File: config.mk
export PLATFORM = sky130hd
export DESIGN_NAME = swan128_core_sched
export DESIGN_NICKNAME = d
export VERILOG_FILES = /design/src/rtl/swan128_pkg.sv /design/src/rtl/swan_rr_arb2.sv /design/src/rtl/swan128_core_sched.sv
export SDC_FILE = /design/constraint.sdc
export NUM_CORES = 1
export LEC_CHECK = 0
export CORE_AREA = 2 2 600 602
export CTS_CLUSTER_SIZE = 8
export DETAILED_ROUTE_END_ITERATION = 10
export DIE_AREA = 0 0 602 604
export HOLD_SLACK_MARGIN = 0.1
export SETUP_SLACK_MARGIN = 0.1
export SKIP_CTS_REPAIR_TIMING = 1
export SYNTH_ARGS = -nofsm -noshare
export SYNTH_HDL_FRONTEND = slang
export SYNTH_SLANG_ARGS = --single-unit
File: constraint.sdc
create_clock -name clk -period 17.3 [get_ports clk]
set_clock_uncertainty 0.15 [all_clocks]
set_input_delay 1.73 -clock clk [delete_from_list [all_inputs] [get_ports clk]]
set_output_delay 1.73 -clock clk [all_outputs]
set_load 0.01 [all_outputs]
File: src/rtl/swan128_pkg.sv
// ---------------------------------------------------------------------------
// swan128_pkg
// Shared definitions for the SWAN-128 core scheduler: default block/key
// widths, default WAIT timeout, FSM state encoding and a small helper used
// to size the WAIT counter.
// ---------------------------------------------------------------------------
package swan128_pkg;

    localparam int SWAN_BLOCK_SIZE = 128;
    localparam int SWAN_KEY_SIZE   = 256;
    localparam int SWAN_TIMEOUT    = 255;

    typedef enum logic [1:0] {
        ST_IDLE = 2'd0,
        ST_LOAD = 2'd1,
        ST_WAIT = 2'd2,
        ST_RESP = 2'd3
    } sched_state_t;

    // Number of bits needed to hold values 0..max_val (at least 1).
    function automatic int cnt_width(input int max_val);
        int w;
        w = 1;
        while ((1 << w) <= max_val) begin
            w++;
        end
        return w;
    endfunction

endpackage

File: src/rtl/swan_rr_arb2.sv
// ---------------------------------------------------------------------------
// swan_rr_arb2
// Two-way round-robin arbiter (combinational). The requester named by ptr
// wins when both request; a lone requester always wins.
//   req   in  [1:0]  request vector
//   ptr   in  1      preferred requester index
//   grant out [1:0]  one-hot grant (all zero when no request)
// ---------------------------------------------------------------------------
module swan_rr_arb2 (
    input  logic [1:0] req,
    input  logic       ptr,
    output logic [1:0] grant
);

    genvar gi;
    generate
        for (gi = 0; gi < 2; gi++) begin : g_grant
            // Requester gi wins if it holds the pointer or the other side is silent.
            assign grant[gi] = req[gi] && ((ptr == 1'(gi)) || !req[1-gi]);
        end
    endgenerate

endmodule

File: src/rtl/swan128_core_sched.sv
// ---------------------------------------------------------------------------
// swan128_core_sched
// Schedules jobs from two requesters onto one shared encrypt core and one
// shared decrypt core, one job in flight at a time.
//   clk, rst                 clock / asynchronous active-high reset
//   req*/mode*/key*/inp*     requester job request and operands
//   gnt0/gnt1                one-cycle accept pulse (operands sampled then)
//   rsp_valid/ready/id/err/data  result channel (valid/ready handshake)
//   enc_start/dec_start      one-cycle start to the selected core
//   core_inp/core_key        registered operands to both cores
//   enc_ready/dec_ready, enc_out/dec_out   core status and results
//   core_rst_n               active-low synchronous reset to both cores
// ---------------------------------------------------------------------------
module swan128_core_sched
    import swan128_pkg::*;
#(
    parameter int BLOCK_SIZE = SWAN_BLOCK_SIZE,
    parameter int KEY_SIZE   = SWAN_KEY_SIZE,
    parameter int TIMEOUT    = SWAN_TIMEOUT
) (
    input  logic                  clk,
    input  logic                  rst,
    input  logic                  req0,
    input  logic                  req1,
    input  logic                  mode0,
    input  logic                  mode1,
    input  logic [KEY_SIZE-1:0]   key0,
    input  logic [KEY_SIZE-1:0]   key1,
    input  logic [BLOCK_SIZE-1:0] inp0,
    input  logic [BLOCK_SIZE-1:0] inp1,
    output logic                  gnt0,
    output logic                  gnt1,
    output logic                  rsp_valid,
    input  logic                  rsp_ready,
    output logic                  rsp_id,
    output logic                  rsp_err,
    output logic [BLOCK_SIZE-1:0] rsp_data,
    output logic                  enc_start,
    output logic                  dec_start,
    output logic [BLOCK_SIZE-1:0] core_inp,
    output logic [KEY_SIZE-1:0]   core_key,
    input  logic                  enc_ready,
    input  logic                  dec_ready,
    input  logic [BLOCK_SIZE-1:0] enc_out,
    input  logic [BLOCK_SIZE-1:0] dec_out,
    output logic                  core_rst_n
);

    localparam int               CNT_W       = cnt_width(TIMEOUT);
    localparam logic [CNT_W-1:0] TIMEOUT_CNT = CNT_W'(TIMEOUT);

    sched_state_t          state_reg;
    logic                  ptr_reg;
    logic                  mode_reg;
    logic                  id_reg;
    logic [CNT_W-1:0]      cnt_reg;
    logic                  enc_start_reg;
    logic                  dec_start_reg;
    logic                  rsp_valid_reg;
    logic                  rsp_err_reg;
    logic [BLOCK_SIZE-1:0] rsp_data_reg;
    logic [BLOCK_SIZE-1:0] core_inp_reg;
    logic [KEY_SIZE-1:0]   core_key_reg;
    logic                  core_rst_n_reg;

    logic [1:0]            arb_req;
    logic [1:0]            arb_grant;
    logic                  idle_grant;
    logic                  win_mode;
    logic                  sel_ready;
    logic [BLOCK_SIZE-1:0] sel_out;

    assign arb_req = {req1, req0};

    swan_rr_arb2 u_arb (
        .req   (arb_req),
        .ptr   (ptr_reg),
        .grant (arb_grant)
    );

    // Grants are only issued from IDLE and are suppressed while reset is high.
    assign idle_grant = (state_reg == ST_IDLE) && !rst;
    assign gnt0       = idle_grant && arb_grant[0];
    assign gnt1       = idle_grant && arb_grant[1];
    assign win_mode   = arb_grant[1] ? mode1 : mode0;

    // Only the core selected by the job's mode is ever observed.
    assign sel_ready = mode_reg ? dec_ready : enc_ready;
    assign sel_out   = mode_reg ? dec_out   : enc_out;

    always_ff @(posedge clk or posedge rst) begin
        if (rst) begin
            state_reg      <= ST_IDLE;
            ptr_reg        <= 1'b0;
            mode_reg       <= 1'b0;
            id_reg         <= 1'b0;
            cnt_reg        <= '0;
            enc_start_reg  <= 1'b0;
            dec_start_reg  <= 1'b0;
            rsp_valid_reg  <= 1'b0;
            rsp_err_reg    <= 1'b0;
            rsp_data_reg   <= '0;
            core_inp_reg   <= '0;
            core_key_reg   <= '0;
            core_rst_n_reg <= 1'b0;
        end else begin
            // Core reset and start strobes are single-cycle unless re-armed below.
            core_rst_n_reg <= 1'b1;
            enc_start_reg  <= 1'b0;
            dec_start_reg  <= 1'b0;
            case (state_reg)
                ST_IDLE: begin
                    if (|arb_grant) begin
                        mode_reg      <= win_mode;
                        id_reg        <= arb_grant[1];
                        core_inp_reg  <= arb_grant[1] ? inp1 : inp0;
                        core_key_reg  <= arb_grant[1] ? key1 : key0;
                        // Start is raised for the LOAD cycle that follows.
                        enc_start_reg <= !win_mode;
                        dec_start_reg <= win_mode;
                        state_reg     <= ST_LOAD;
                    end
                end
                ST_LOAD: begin
                    cnt_reg   <= '0;
                    state_reg <= ST_WAIT;
                end
                ST_WAIT: begin
                    // cnt_reg == 0 is the blanking cycle: the core may still be
                    // showing ready from its previous job.
                    if ((cnt_reg != '0) && sel_ready) begin
                        rsp_data_reg  <= sel_out;
                        rsp_err_reg   <= 1'b0;
                        rsp_valid_reg <= 1'b1;
                        state_reg     <= ST_RESP;
                    end else if (cnt_reg == TIMEOUT_CNT) begin
                        rsp_data_reg   <= '0;
                        rsp_err_reg    <= 1'b1;
                        rsp_valid_reg  <= 1'b1;
                        core_rst_n_reg <= 1'b0;
                        state_reg      <= ST_RESP;
                    end else begin
                        cnt_reg <= cnt_reg + 1'b1;
                    end
                end
                ST_RESP: begin
                    if (rsp_ready) begin
                        rsp_valid_reg <= 1'b0;
                        ptr_reg       <= !id_reg;
                        state_reg     <= ST_IDLE;
                    end
                end
                default: begin
                    state_reg <= ST_IDLE;
                end
            endcase
        end
    end

    assign enc_start  = enc_start_reg;
    assign dec_start  = dec_start_reg;
    assign rsp_valid  = rsp_valid_reg;
    assign rsp_id     = id_reg;
    assign rsp_err    = rsp_err_reg;
    assign rsp_data   = rsp_data_reg;
    assign core_inp   = core_inp_reg;
    assign core_key   = core_key_reg;
    assign core_rst_n = core_rst_n_reg;

endmodule
== Yosys cells after proc, flatten, opt, wreduce, memory -nomap -nowiden ==
Index checks and enable logic that the tools add are counted.

* Flip-flop bits (word level): 530
* Input port bits: 1033
* Output and inout bits: 520

* Add/subtract/negate cells: 1
* Equality and inequality tests: 9
* Mux-type cells: 27
* Bitwise operators: 1
* Reductions and logical operators: 25

{| class="wikitable"
|+ Operators with widths
! kind !! number
|-
| $mux 128 || 4
|-
| $mux 256 || 1
|-
| $mux 8 || 2
|-
| $pmux 8 s2 || 1
|-
| $mux 1 || 13
|-
| $reduce_and 3->1 || 3
|-
| $add 8x1->8 const B || 1
|-
| $eq 8x8->1 const B || 1
|-
| $mux 2 || 4
|-
| $pmux 2 s4 || 1
|-
| $reduce_bool 8->1 || 1
|-
| $logic_and 1x1->1 || 6
|-
| $ne 2x2->1 const B || 3
|-
| $reduce_and 2->1 || 3
|-
| $reduce_bool 2->1 || 3
|-
| $logic_not 1->1 || 5
|-
| $eq 2x2->1 const B || 2
|-
| $ne 3x3->1 const B || 1
|-
| $eq 2x1->1 const B || 1
|-
| $logic_not 2->1 || 1
|-
| $logic_or 1x1->1 || 2
|-
| $ne 2x1->1 const B || 1
|-
| $pmux 1 s2 || 1
|-
| $reduce_or 2->1 || 1
|-
| $not 1->1 || 1
|}

== Logic depth before layout (Yosys ltp) ==
Gate-level depths: netlist (run 1).

* Depth in word-level cells: 7
* Gate-level depth with buffers: 9

== Modules after synthesis ==
A second synthesis (run 1) with hierarchy kept.

* Cells, all modules: 2351
* Area, all modules: 24472.2 sq um

{| class="wikitable"
|+ Modules (own cells, without submodules)
! module !! instances !! cells an instance !! area each (sq um) !! sequential area each (sq um)
|-
| swan128_core_sched || 1 || 2348 || 24453.5 || 13262.7
|-
| swan_rr_arb2 || 1 || 3 || 18.8 || 0.0
|}

== Worst setup path before layout (run 1) ==
OpenSTA, ideal clock, no wires.

* Path type: input to output
* From: input port rst
* To: output port gnt0
* Arrival: 14.137 ns
* Required time: 15.420 ns
* Setup slack: 1.283 ns
* Stages: 2
* Path buffers: 0
* Cell sequence: inv_1 > and4_1

* Word-level cells in the longest chain between the ends: 3

{| class="wikitable"
|+ RTL lines
! item !! line !! source
|-
| start: declaration || swan128_core_sched.sv:22 || <nowiki>input logic rst,</nowiki>
|-
| $logic_not 1->1 (no source line) || n/a ||
|-
| $logic_and 1x1->1 || swan128_core_sched.sv:82 || <nowiki>assign idle_grant = (state_reg == ST_IDLE) && !rst;</nowiki>
|-
| $logic_and 1x1->1 || swan128_core_sched.sv:83 || <nowiki>assign gnt0 = idle_grant && arb_grant[0];</nowiki>
|-
| end: declaration || swan128_core_sched.sv:31 || <nowiki>output logic gnt0,</nowiki>
|}

Every way passes these cells.

== Worst setup path after layout (run 1) ==
* From: input port req0
* To: output port gnt1

* Word-level cells in the longest chain between the ends: 4

{| class="wikitable"
|+ RTL lines
! item !! line !! source
|-
| start: declaration || swan128_core_sched.sv:23 || <nowiki>input logic req0,</nowiki>
|-
| $logic_not 1->1 || swan_rr_arb2.sv:19 || <nowiki>assign grant[gi] = req[gi] && ((ptr == 1'(gi)) || !req[1-gi]);</nowiki>
|-
| $logic_or 1x1->1 || swan_rr_arb2.sv:19 ||
|-
| $logic_and 1x1->1 || swan_rr_arb2.sv:19 ||
|-
| $logic_and 1x1->1 || swan128_core_sched.sv:84 || <nowiki>assign gnt1 = idle_grant && arb_grant[1];</nowiki>
|-
| end: declaration || swan128_core_sched.sv:32 || <nowiki>output logic gnt1,</nowiki>
|}

Every way passes these cells.

==> flow_metrics.env, run 1 <==
export IMPL_worst_slew_margin_rel_pct=29.5
export IMPL_grt_setup_unrepaired="false"
export IMPL_first_iter_violations=2043
export IMPL_clkTransAtPathRegs_ns=0.05
export IMPL_num_vias=25630
export IMPL_drc=0
export IMPL_rows=220
export IMPL_achievable_frequency_mhz=163
export IMPL_worst_path_most_repeated_cell="clkdlybuf4s50_1"
export IMPL_wl_per_cell_um=29.6
export IMPL_post_route_cells_drive_above_1_share_pct=3.82
export IMPL_post_synth_num_cell_types=41
export IMPL_overall_die_area_mm2=0.364
export IMPL_ys_top_cells_by_area="dfrtp_1, mux2i_1, o21ai_0"
export IMPL_cellLeakagePower_nw=19.6
export IMPL_net_count_synth=3377
export IMPL_power_density_mw_per_mm2=160
export IMPL_yosys_warnings=0
export IMPL_final_cell_count_no_fill=8667
export IMPL_ys_top_cells_by_count="dfrtp_1, mux2i_1, o21ai_0"
export IMPL_synthToLayoutAreaGrowth_pct=96.1
export IMPL_initial_core_util_pct=6.85
export IMPL_crit_path_max_incr_delay_ns=0.78
export IMPL_worstSkewPairLatency_ns=0.78
export IMPL_area_used_by_multi_input_combinational_logic_mm2=0.0104
export IMPL_tritoncts_num_buffers=86
export IMPL_preCtsSetupSlack_ns=10.89
export IMPL_detailedPlacementHpwl_um=226000
export IMPL_report_final_setup_viol=0
export IMPL_finish_net_count=4864
export IMPL_clock_path_buffers=4
export IMPL_max_cap_violations=0
export IMPL_root_buffer="clkbuf_16"
export IMPL_count_of_flip_flops_with_a_built_in_enable_after_synthesis=0
export IMPL_synthArstFlopShare_pct=100
export IMPL_placement_io_buffers=1552
export IMPL_synth_top_area_share_pct=54.2
export IMPL_nFillCells=40561
export IMPL_timing_final_max_slew_violations=0
export IMPL_detail_route_vias_per_cell=2.96
export IMPL_gp_congestion=0.947
export IMPL_post_synth_top_area_cell="dfrtp_1"
export IMPL_worst_endpoint_arrival_ns=4.27
export IMPL_required_ns=15.42
export IMPL_path_class="in -> out"
export IMPL_timing_critical_path_fanout_max=89
export IMPL_global_route_wire_length_before_repair_um=311000
export IMPL_sequential_element_share_of_the_synthesized_area_pct=54.2
export IMPL_met3WireLength_um=30600
export IMPL_setup_tns_ns=0
export IMPL_synth_ff_latch_count=530
export IMPL_end_kind="primary output"
export IMPL_route_antenna_remaining_nets=0
export IMPL_worstPathCellList="clkdlybuf4s50_1 -> inv_1 -> o21ai_4 -> buf_12 -> nor3b_1 -> clkdlybuf4s50_1"
export IMPL_grt_pass1_vias=24347
export IMPL_detail_route_wirelength_um=257000
export IMPL_avgSynthCellArea_um2=10.5
export IMPL_globalRoute_totalOverflow=0
export IMPL_syn_instance_count=2338
export IMPL_highest_layer="met5"
export IMPL_timing_hold_worst_class="reg -> reg"
export IMPL_chipHeight_um=604
export IMPL_track_usage_pct=13.5
export IMPL_crit_path_start_kind="input pin"
export IMPL_htree_levels=3
export IMPL_numPlacedInstances=8510
export IMPL_placeableCoreArea_mm2=0.358
export IMPL_met2_length_um=120000
export IMPL_grt_antenna_before_repair=228
export IMPL_grt_start_max_net_pins=252
export IMPL_layout_worst_path_cycle_share_pct=35.5
export IMPL_synthesis_area_mm2=0.0245
export IMPL_ys_dominant_reg_cell="dfrtp_1"
export IMPL_largest_register_ff_count=256
export IMPL_tritoncts_clock_tree="yes"
export IMPL_result_of_the_run="finished clean"
export IMPL_seq_area_mm2=0.0133
export IMPL_wl_met1_um=96700
export IMPL_timing_hold_violations_final=0
export IMPL_worstMarginPinSlew_ns=1.06
export IMPL_die_width_um=602
export IMPL_synth_most_common_cell="dfrtp_1"
export IMPL_period_minus_slack_ns=6.15
export IMPL_ios=1553
export IMPL_fin_ws_ns=11.15
export IMPL_cts_num_sinks=530
export IMPL_slowest_stage="clkdlybuf4s50_1"
export IMPL_max_vdd_ir_drop_uv=93.6
export IMPL_drt_first_pass_iters=5
where the power goes:
group / internal, W / switching (W) / total (W)
sequential: 0.00184 / 0.000438 / 0.00228
clock: 0.000949 / 0.000681 / 0.00163
combinational: 0.00164 / 0.00212 / 0.00376
total: 0.00443 / 0.00324 / 0.00766
cells in the final DEF, fill, tap and decap left out, drive strengths merged, types with 3 or more instances in the layout:
cell type and count:
nand2 393, diode 41, and3 3, ha 6, nor2 3, clkinv 8
clkbuf 104, mux2i 518, o21ai 517, inv 13, clkdlybuf4s50 1551, nand3 133
buf 33, a21oi 5, dfrtp 530, o211ai 3
path summary, 6_finish.rpt:
check                                         startpoint                  endpoint  slack, ns  cells past startpoint
worst max-delay path                                req0                      gnt1      11.15                      6
worst min-delay path            core_inp[49]$_DFFE_PP0P_  core_inp[49]$_DFFE_PP0P_       0.32                      2
worst max register to register    cnt_reg[0]$_DFFE_PP0P_  rsp_data[83]$_DFFE_PP0P_      12.74                      8
worst min register to register  core_inp[49]$_DFFE_PP0P_  core_inp[49]$_DFFE_PP0P_       0.32                      2
max in group asynchronous                            rst  core_inp[58]$_DFFE_PP0P_      11.93                      6
min in group asynchronous                            rst  rsp_data[25]$_DFFE_PP0P_       1.42                      2
worst max-delay path: cells and delay by family:
kind / cells / cell delay [ns]
buffers and inverters: 4 / 2.08
AND/OR/NAND/NOR: 1 / 0.15
AO/OA/AOI/OAI: 1 / 0.18
metal layers:
layer / up-vias / track usage, %
met2: 1474 / 22.3
li1: 11186 / -
met4: 166 / 3.55
met3: 529 / 6.99
met5: - / 0
met1: 12275 / 15.3
per-stage QoR:
step                instance area [µm²]  power (W)  hold slack (ns)  util [%]
floorplan                         24500    0.00356            0.341         -
global placement                  45500    0.00616            0.311      12.7
detailed placement                45500    0.00618            0.319      12.7
CTS                               47900    0.00788            0.330      13.4
global route                      48000    0.00811            0.342      13.4
finish                            48000    0.00766            0.324      13.4
cells by family after synthesis:
kind of cell / synth area share, %
adders and majority gates: 0.307
and+or+nand+nor: 9.28
xor gates and xnor gates: 0.0358
muxes: 21.3
DFF: 54.2
AOI/OAI and AO/OA: 11.2
buffers and inverters: 3.75
final cells by class:
class                      instances  share of cell area (%)
antenna                           41                   0.214
clock buffer                     104                    4.75
clock inverter                    12                   0.378
inverter                          12                   0.109
multi-input combinational       1611                    21.6
sequential                       530                    27.6
tap                             4773                    12.4
timing repair buffer            1584                    32.9
Note: power is estimated with default switching activity, not from simulation.
==> run 2, diff against run 1 <==
--- a/config.mk
+++ b/config.mk
@@ -5,10 +5,10 @@
 export SDC_FILE = /design/constraint.sdc
 export NUM_CORES = 1
 export LEC_CHECK = 0
-export CORE_AREA = 2 2 600 602
+export CORE_AREA = 2 2 610 612
 export CTS_CLUSTER_SIZE = 8
 export DETAILED_ROUTE_END_ITERATION = 10
-export DIE_AREA = 0 0 602 604
+export DIE_AREA = 0 0 612 614
 export HOLD_SLACK_MARGIN = 0.1
 export SETUP_SLACK_MARGIN = 0.1
 export SKIP_CTS_REPAIR_TIMING = 1
==> constraint.sdc (replaced) <==
create_clock -name clk -period 6.25 [get_ports clk]
set_clock_uncertainty 0.15 [all_clocks]
set_input_delay 0.625 -clock clk [delete_from_list [all_inputs] [get_ports clk]]
set_output_delay 0.625 -clock clk [all_outputs]
set_load 0.01 [all_outputs]
==> flow_metrics.env, run 2 (synthesis gave the netlist of run 1 again) <==
export IMPL_required_ns=5.47
export IMPL_crit_path_start_kind="input pin"
export IMPL_detail_route_wirelength_um=277000
export IMPL_rows=224
export IMPL_first_iter_violations=2118
export IMPL_pwr_share_seq_pct=28.7
export IMPL_placeableCoreArea_mm2=0.370
export IMPL_wl_per_cell_um=31.1
export IMPL_timing_hold_violations_final=0
export IMPL_global_route_wire_length_before_repair_um=327000
export IMPL_worstSkewPairLatency_ns=0.77
export IMPL_switching_share_pct=42.3
export IMPL_holdPathEnd="core_key[162]$_DFFE_PP0P_"
export IMPL_period_minus_slack_ns=3.96
export IMPL_r2r_start="cnt_reg[0]$_DFFE_PP0P_"
export IMPL_htree_levels=3
export IMPL_placement_io_buffers=1552
export IMPL_clock_path_buffers=4
export IMPL_overall_die_area_mm2=0.376
export IMPL_post_route_cells_drive_above_1_share_pct=4.17
export IMPL_highest_count_cells_in_the_layout_ignoring_fill_and_taps="clkdlybuf4s50_1, dfrtp_1, mux2i_1"
export IMPL_largest_register_ff_count=256
export IMPL_detailed_place_area_mm2=0.0459
export IMPL_regToRegSetupSlack_ns=3.07
export IMPL_layout_worst_path_cycle_share_pct=63.4
export IMPL_clkTransAtPathRegs_ns=0.05
export IMPL_worstMarginPinSlew_ns=0.985
export IMPL_grt_start_max_net_pins=171
export IMPL_end_kind="primary output"
export IMPL_comb_power_share_pct=50.0
export IMPL_track_usage_pct=14.1
export IMPL_power_density_mw_per_mm2=441
export IMPL_max_cap_violations=0
export IMPL_die_width_um=612
export IMPL_ios=1553
export IMPL_reg2reg_depth=6
export IMPL_drt_first_pass_iters=5
export IMPL_tritoncts_clock_tree="yes"
export IMPL_synthToLayoutAreaGrowth_pct=98.5
export IMPL_achievable_frequency_mhz=252
export IMPL_result_of_the_run="finished clean"
export IMPL_chipHeight_um=614
export IMPL_min_delay_start="key1[162]"
export IMPL_internal_power_w=0.0124
export IMPL_cts_num_sinks=530
export IMPL_tritoncts_num_buffers=87
export IMPL_most_common_cell_after_layout_fill_and_taps_aside="clkdlybuf4s50_1"
export IMPL_timing_final_max_slew_violations=0
export IMPL_cellLeakagePower_nw=19.7
export IMPL_globalRoute_totalOverflow=0
export IMPL_num_vias=25723
export IMPL_detail_route_vias_per_cell=2.89
export IMPL_root_buffer="clkbuf_16"
export IMPL_clock_power_share_pct=21.2
export IMPL_initial_core_util_pct=6.61
export IMPL_terminus_of_the_critical_flop_to_flop_path="rsp_data[97]$_DFFE_PP0P_"
export IMPL_worst_endpoint_arrival_ns=3.19
export IMPL_numPlacedInstances=8719
export IMPL_path_class="in -> out"
export IMPL_worst_slew_margin_rel_pct=34.3
export IMPL_gp_congestion=1.00
export IMPL_detailedPlacementHpwl_um=247000
export IMPL_report_final_setup_viol=0
export IMPL_final_cell_count_no_fill=8913
export IMPL_grt_antenna_before_repair=285
export IMPL_timing_hold_worst_class="in -> reg"
export IMPL_power_switching_w=0.00905
export IMPL_grt_pass1_vias=24011
export IMPL_route_antenna_remaining_nets=0
export IMPL_whs_path_depth=3
export IMPL_max_vdd_ir_drop_uv=265
export IMPL_finish_net_count=4875
export IMPL_final_area_mm2=0.0486
export IMPL_grt_setup_unrepaired="false"
export IMPL_drc=0
export IMPL_timing_critical_path_fanout_max=8
==> run 2: cell types whose count changed in the layout (fill, tap and decap cells not counted), moves of 2 or more <==
cell,delta
buf_12,+12
clkbuf_1,-3
clkbuf_16,+2
clkdlybuf4s50_1,-2
clkinv_2,-2
clkinvlp_4,+3
diode_2,+39
==> run 2: power groups by stage <==
| stage | clock network (W) | logic, W | registers [W] |
|---|---|---|---|
| after CTS | 0.00476 | 0.0112 | 0.00615 |
| after floorplan | 0 | 0.00319 | 0.00667 |
| after detailed placement | 0 | 0.0112 | 0.00617 |
| after global placement | 0 | 0.0112 | 0.00614 |
| final | 0.00454 | 0.0107 | 0.00615 |
| after global routing | 0.00486 | 0.0116 | 0.00634 |
==> run 2: critical path, cell delays in order <==
cell	delay, ns
clkdlybuf4s50_1	0.64
inv_1	0.20
o21ai_4	0.21
nor3b_1	0.70
clkdlybuf4s50_1	0.78
==> run 2: routing by layer <==
layer | global-route usage, % | vias to the layer above | wire length, µm
met1 | 14.7 | 12159 | 97100
met2 | 24.8 | 1494 | 138000
li1 | - | 11268 | -
met4 | 4.43 | 164 | 10100
met5 | 0 | - | 1140
met3 | 6.81 | 638 | 30800
==> run 2: worst max path at each step <==
stage | endpoint | from | slack (ns)
3_3_place_gp | gnt1 | req0 | 1.94
4_1_cts | gnt1 | req0 | 1.96
6_report | gnt1 | req0 | 2.29
2_1_floorplan | gnt0 | rst | -3.84
5_1_grt | gnt1 | req0 | 2.04
3_5_place_dp | gnt1 | req0 | 1.97
==> run 2: layout make-up <==
type,instances,area (µm²)
Clock buffer,103,2320
Tap cell,4972,6220
Sequential cell,530,13300
Timing Repair Buffer,1594,16000
Clock inverter,11,149
Multi-Input combinational cell,1611,10400
Fill cell,42140,322000
Inverter,12,48.8
Antenna cell,80,200
==> run 2: through the flow <==
step	setup WS, ns	power, W	setup TNS (ns)	util (%)	hold WS, ns
floorplan	-3.84	0.00986	-923.43	-	0.341
global route	2.04	0.0228	0	13.1	0.199
global placement	1.94	0.0173	0	12.4	0.310
CTS	1.96	0.0221	0	13.1	0.130
finish	2.29	0.0214	0	13.1	0.259
detailed placement	1.97	0.0174	0	12.4	0.319
==> run 3, diff against run 2 <==
--- a/config.mk
+++ b/config.mk
@@ -5,10 +5,10 @@
 export SDC_FILE = /design/constraint.sdc
 export NUM_CORES = 1
 export LEC_CHECK = 0
-export CORE_AREA = 2 2 610 612
+export CORE_AREA = 2 2 600 602
 export CTS_CLUSTER_SIZE = 8
 export DETAILED_ROUTE_END_ITERATION = 10
-export DIE_AREA = 0 0 612 614
+export DIE_AREA = 0 0 602 604
 export HOLD_SLACK_MARGIN = 0.1
 export SETUP_SLACK_MARGIN = 0.1
 export SKIP_CTS_REPAIR_TIMING = 1
==> constraint.sdc (replaced) <==
create_clock -name clk -period 3.29 [get_ports clk]
set_clock_uncertainty 0.15 [all_clocks]
set_input_delay 0.329 -clock clk [delete_from_list [all_inputs] [get_ports clk]]
set_output_delay 0.329 -clock clk [all_outputs]
set_load 0.01 [all_outputs]
==> flow_metrics.env, run 3 (synthesis gave the netlist of run 1 again) <==
export IMPL_whs_path_depth=3
export IMPL_ios=1553
export IMPL_grt_pass1_vias=24772
export IMPL_period_minus_slack_ns=2.87
export IMPL_max_vdd_ir_drop_uv=472
export IMPL_report_final_setup_viol=0
export IMPL_timing_final_max_slew_violations=0
export IMPL_tritoncts_clock_tree="yes"
export IMPL_setup_tns_ns=0
export IMPL_seq_area_mm2=0.0133
export IMPL_path_class="reg -> out"
export IMPL_chipHeight_um=604
export IMPL_track_usage_pct=14.1
export IMPL_nFillCells=40230
export IMPL_holdPathEnd="core_key[124]$_DFFE_PP0P_"
export IMPL_rows=220
export IMPL_detail_route_wirelength_um=271000
export IMPL_timing_hold_violations_final=0
export IMPL_worstMarginPinSlew_ns=0.882
export IMPL_cpLargestDelayFamily="simple AND/OR/NAND/NOR gates"
export IMPL_cellLeakagePower_nw=21.8
export IMPL_timing_hold_worst_class="in -> reg"
export IMPL_overall_die_area_mm2=0.364
export IMPL_max_cap_violations=0
export IMPL_cts_num_sinks=530
export IMPL_detailedPlacementHpwl_um=239000
export IMPL_worstPathCellList="inv_1 -> ha_1 -> nor3b_2 -> buf_4"
export IMPL_route_antenna_remaining_nets=0
export IMPL_gp_congestion=0.986
export IMPL_r2r_start="ptr_reg$_DFFE_PP0P_"
export IMPL_regToRegSetupSlack_ns=0.49
export IMPL_timing_critical_path_fanout_max=5
export IMPL_crit_path_max_incr_delay_ns=0.45
export IMPL_largest_register_ff_count=256
export IMPL_detail_route_vias_per_cell=3.07
export IMPL_reg2reg_depth=6
export IMPL_min_delay_start="key0[124]"
export IMPL_wl_per_cell_um=29.6
export IMPL_path_buf_inv=2
export IMPL_met3WireLength_um=30800
export IMPL_post_route_cells_drive_above_1_share_pct=5.33
export IMPL_terminus_of_the_critical_flop_to_flop_path="core_key[93]$_DFFE_PP0P_"
export IMPL_drt_first_pass_iters=5
export IMPL_grt_antenna_before_repair=252
export IMPL_preCtsSetupSlack_ns=0.248
export IMPL_power_density_mw_per_mm2=789
export IMPL_globalRoute_totalOverflow=0
export IMPL_first_iter_violations=2235
export IMPL_drc=0
export IMPL_die_width_um=602
export IMPL_finish_net_count=5352
export IMPL_end_kind="primary output"
export IMPL_clock_path_buffers=4
export IMPL_worst_endpoint_arrival_ns=2.40
export IMPL_area_used_by_multi_input_combinational_logic_mm2=0.0104
export IMPL_grt_setup_unrepaired="false"
export IMPL_placement_io_buffers=1552
export IMPL_initial_core_util_pct=6.85
export IMPL_worstSkewPairLatency_ns=0.79
export IMPL_slowest_stage="nor3b_2"
export IMPL_placeableCoreArea_mm2=0.358
export IMPL_worst_slew_margin_rel_pct=41.0
export IMPL_synthToLayoutAreaGrowth_pct=116
export IMPL_num_vias=28139
export IMPL_clkTransAtPathRegs_ns=0.05
export IMPL_grt_start_max_net_pins=117
export IMPL_global_route_wire_length_before_repair_um=323000
export IMPL_tritoncts_num_buffers=86
export IMPL_holdWs_ns=0.0466
export IMPL_fin_ws_ns=0.416
export IMPL_crit_path_start_kind="flip-flop"
export IMPL_layout_worst_path_cycle_share_pct=87.4
export IMPL_wl_met1_um=101000
export IMPL_met2_length_um=129000
export IMPL_htree_levels=3
export IMPL_result_of_the_run="finished clean"
export IMPL_root_buffer="clkbuf_16"
export IMPL_highest_count_cells_in_the_layout_ignoring_fill_and_taps="clkdlybuf4s50_1, dfrtp_1, mux2i_1"
export IMPL_achievable_frequency_mhz=348
export IMPL_most_common_cell_after_layout_fill_and_taps_aside="clkdlybuf4s50_1"
export IMPL_required_ns=2.81
export IMPL_highest_layer="met5"
==> run 3: power breakdown <==
part           leakage (nW)  switching, W  internal (W)  total, W
clock network          1.16       0.00355       0.00492   0.00847
registers              6.59       0.00226       0.00966    0.0119
logic                  14.1        0.0119       0.00950    0.0214
total                  21.8        0.0177        0.0241    0.0418
==> run 3: worst min-delay path, cell delays in order <==
cell,delay (ns)
clkdlybuf4s50_1,0.40
mux2i_1,0.12
o21ai_0,0.08
==> run 3: worst max-delay path by stage <==
stage                                         from    to  cells after the start
final                     state_reg[0]$_DFFE_PP0P_  gnt1                      4
after global routing      state_reg[0]$_DFFE_PP0P_  gnt1                      4
after CTS                 state_reg[0]$_DFFE_PP0P_  gnt1                      4
after detailed placement                      req1  gnt1                      5
after global placement                        req1  gnt1                      5
after floorplan                                rst  gnt0                      2
==> run 3: routing by layer <==
metal	global-route usage [%]	vias to the layer above
met5	0	-
met4	4.21	184
met3	6.87	660
met2	23.7	1564
met1	15.7	13511
li1	-	12220
==> run 3: through the flow <==
stage                     instances  total power [W]  instance area [µm²]  utilization (%)
after detailed placement       8577           0.0332                46200             12.9
final                          9173           0.0418                53000             14.8
after global routing           9134           0.0441                52900             14.8
after CTS                      8685           0.0421                48600             13.6
after floorplan                2338           0.0187                24500                -
after global placement         8577           0.0331                46200             12.9
==> run 3: final cells by class <==
type	count	share of cell area [%]
clock buffer	100	4.34
sequential	530	25.1
clock inverter	8	0.158
antenna	67	0.317
multi-input combinational	1611	19.6
tap	4773	11.3
timing repair buffer	2072	39.2
inverter	12	0.0921
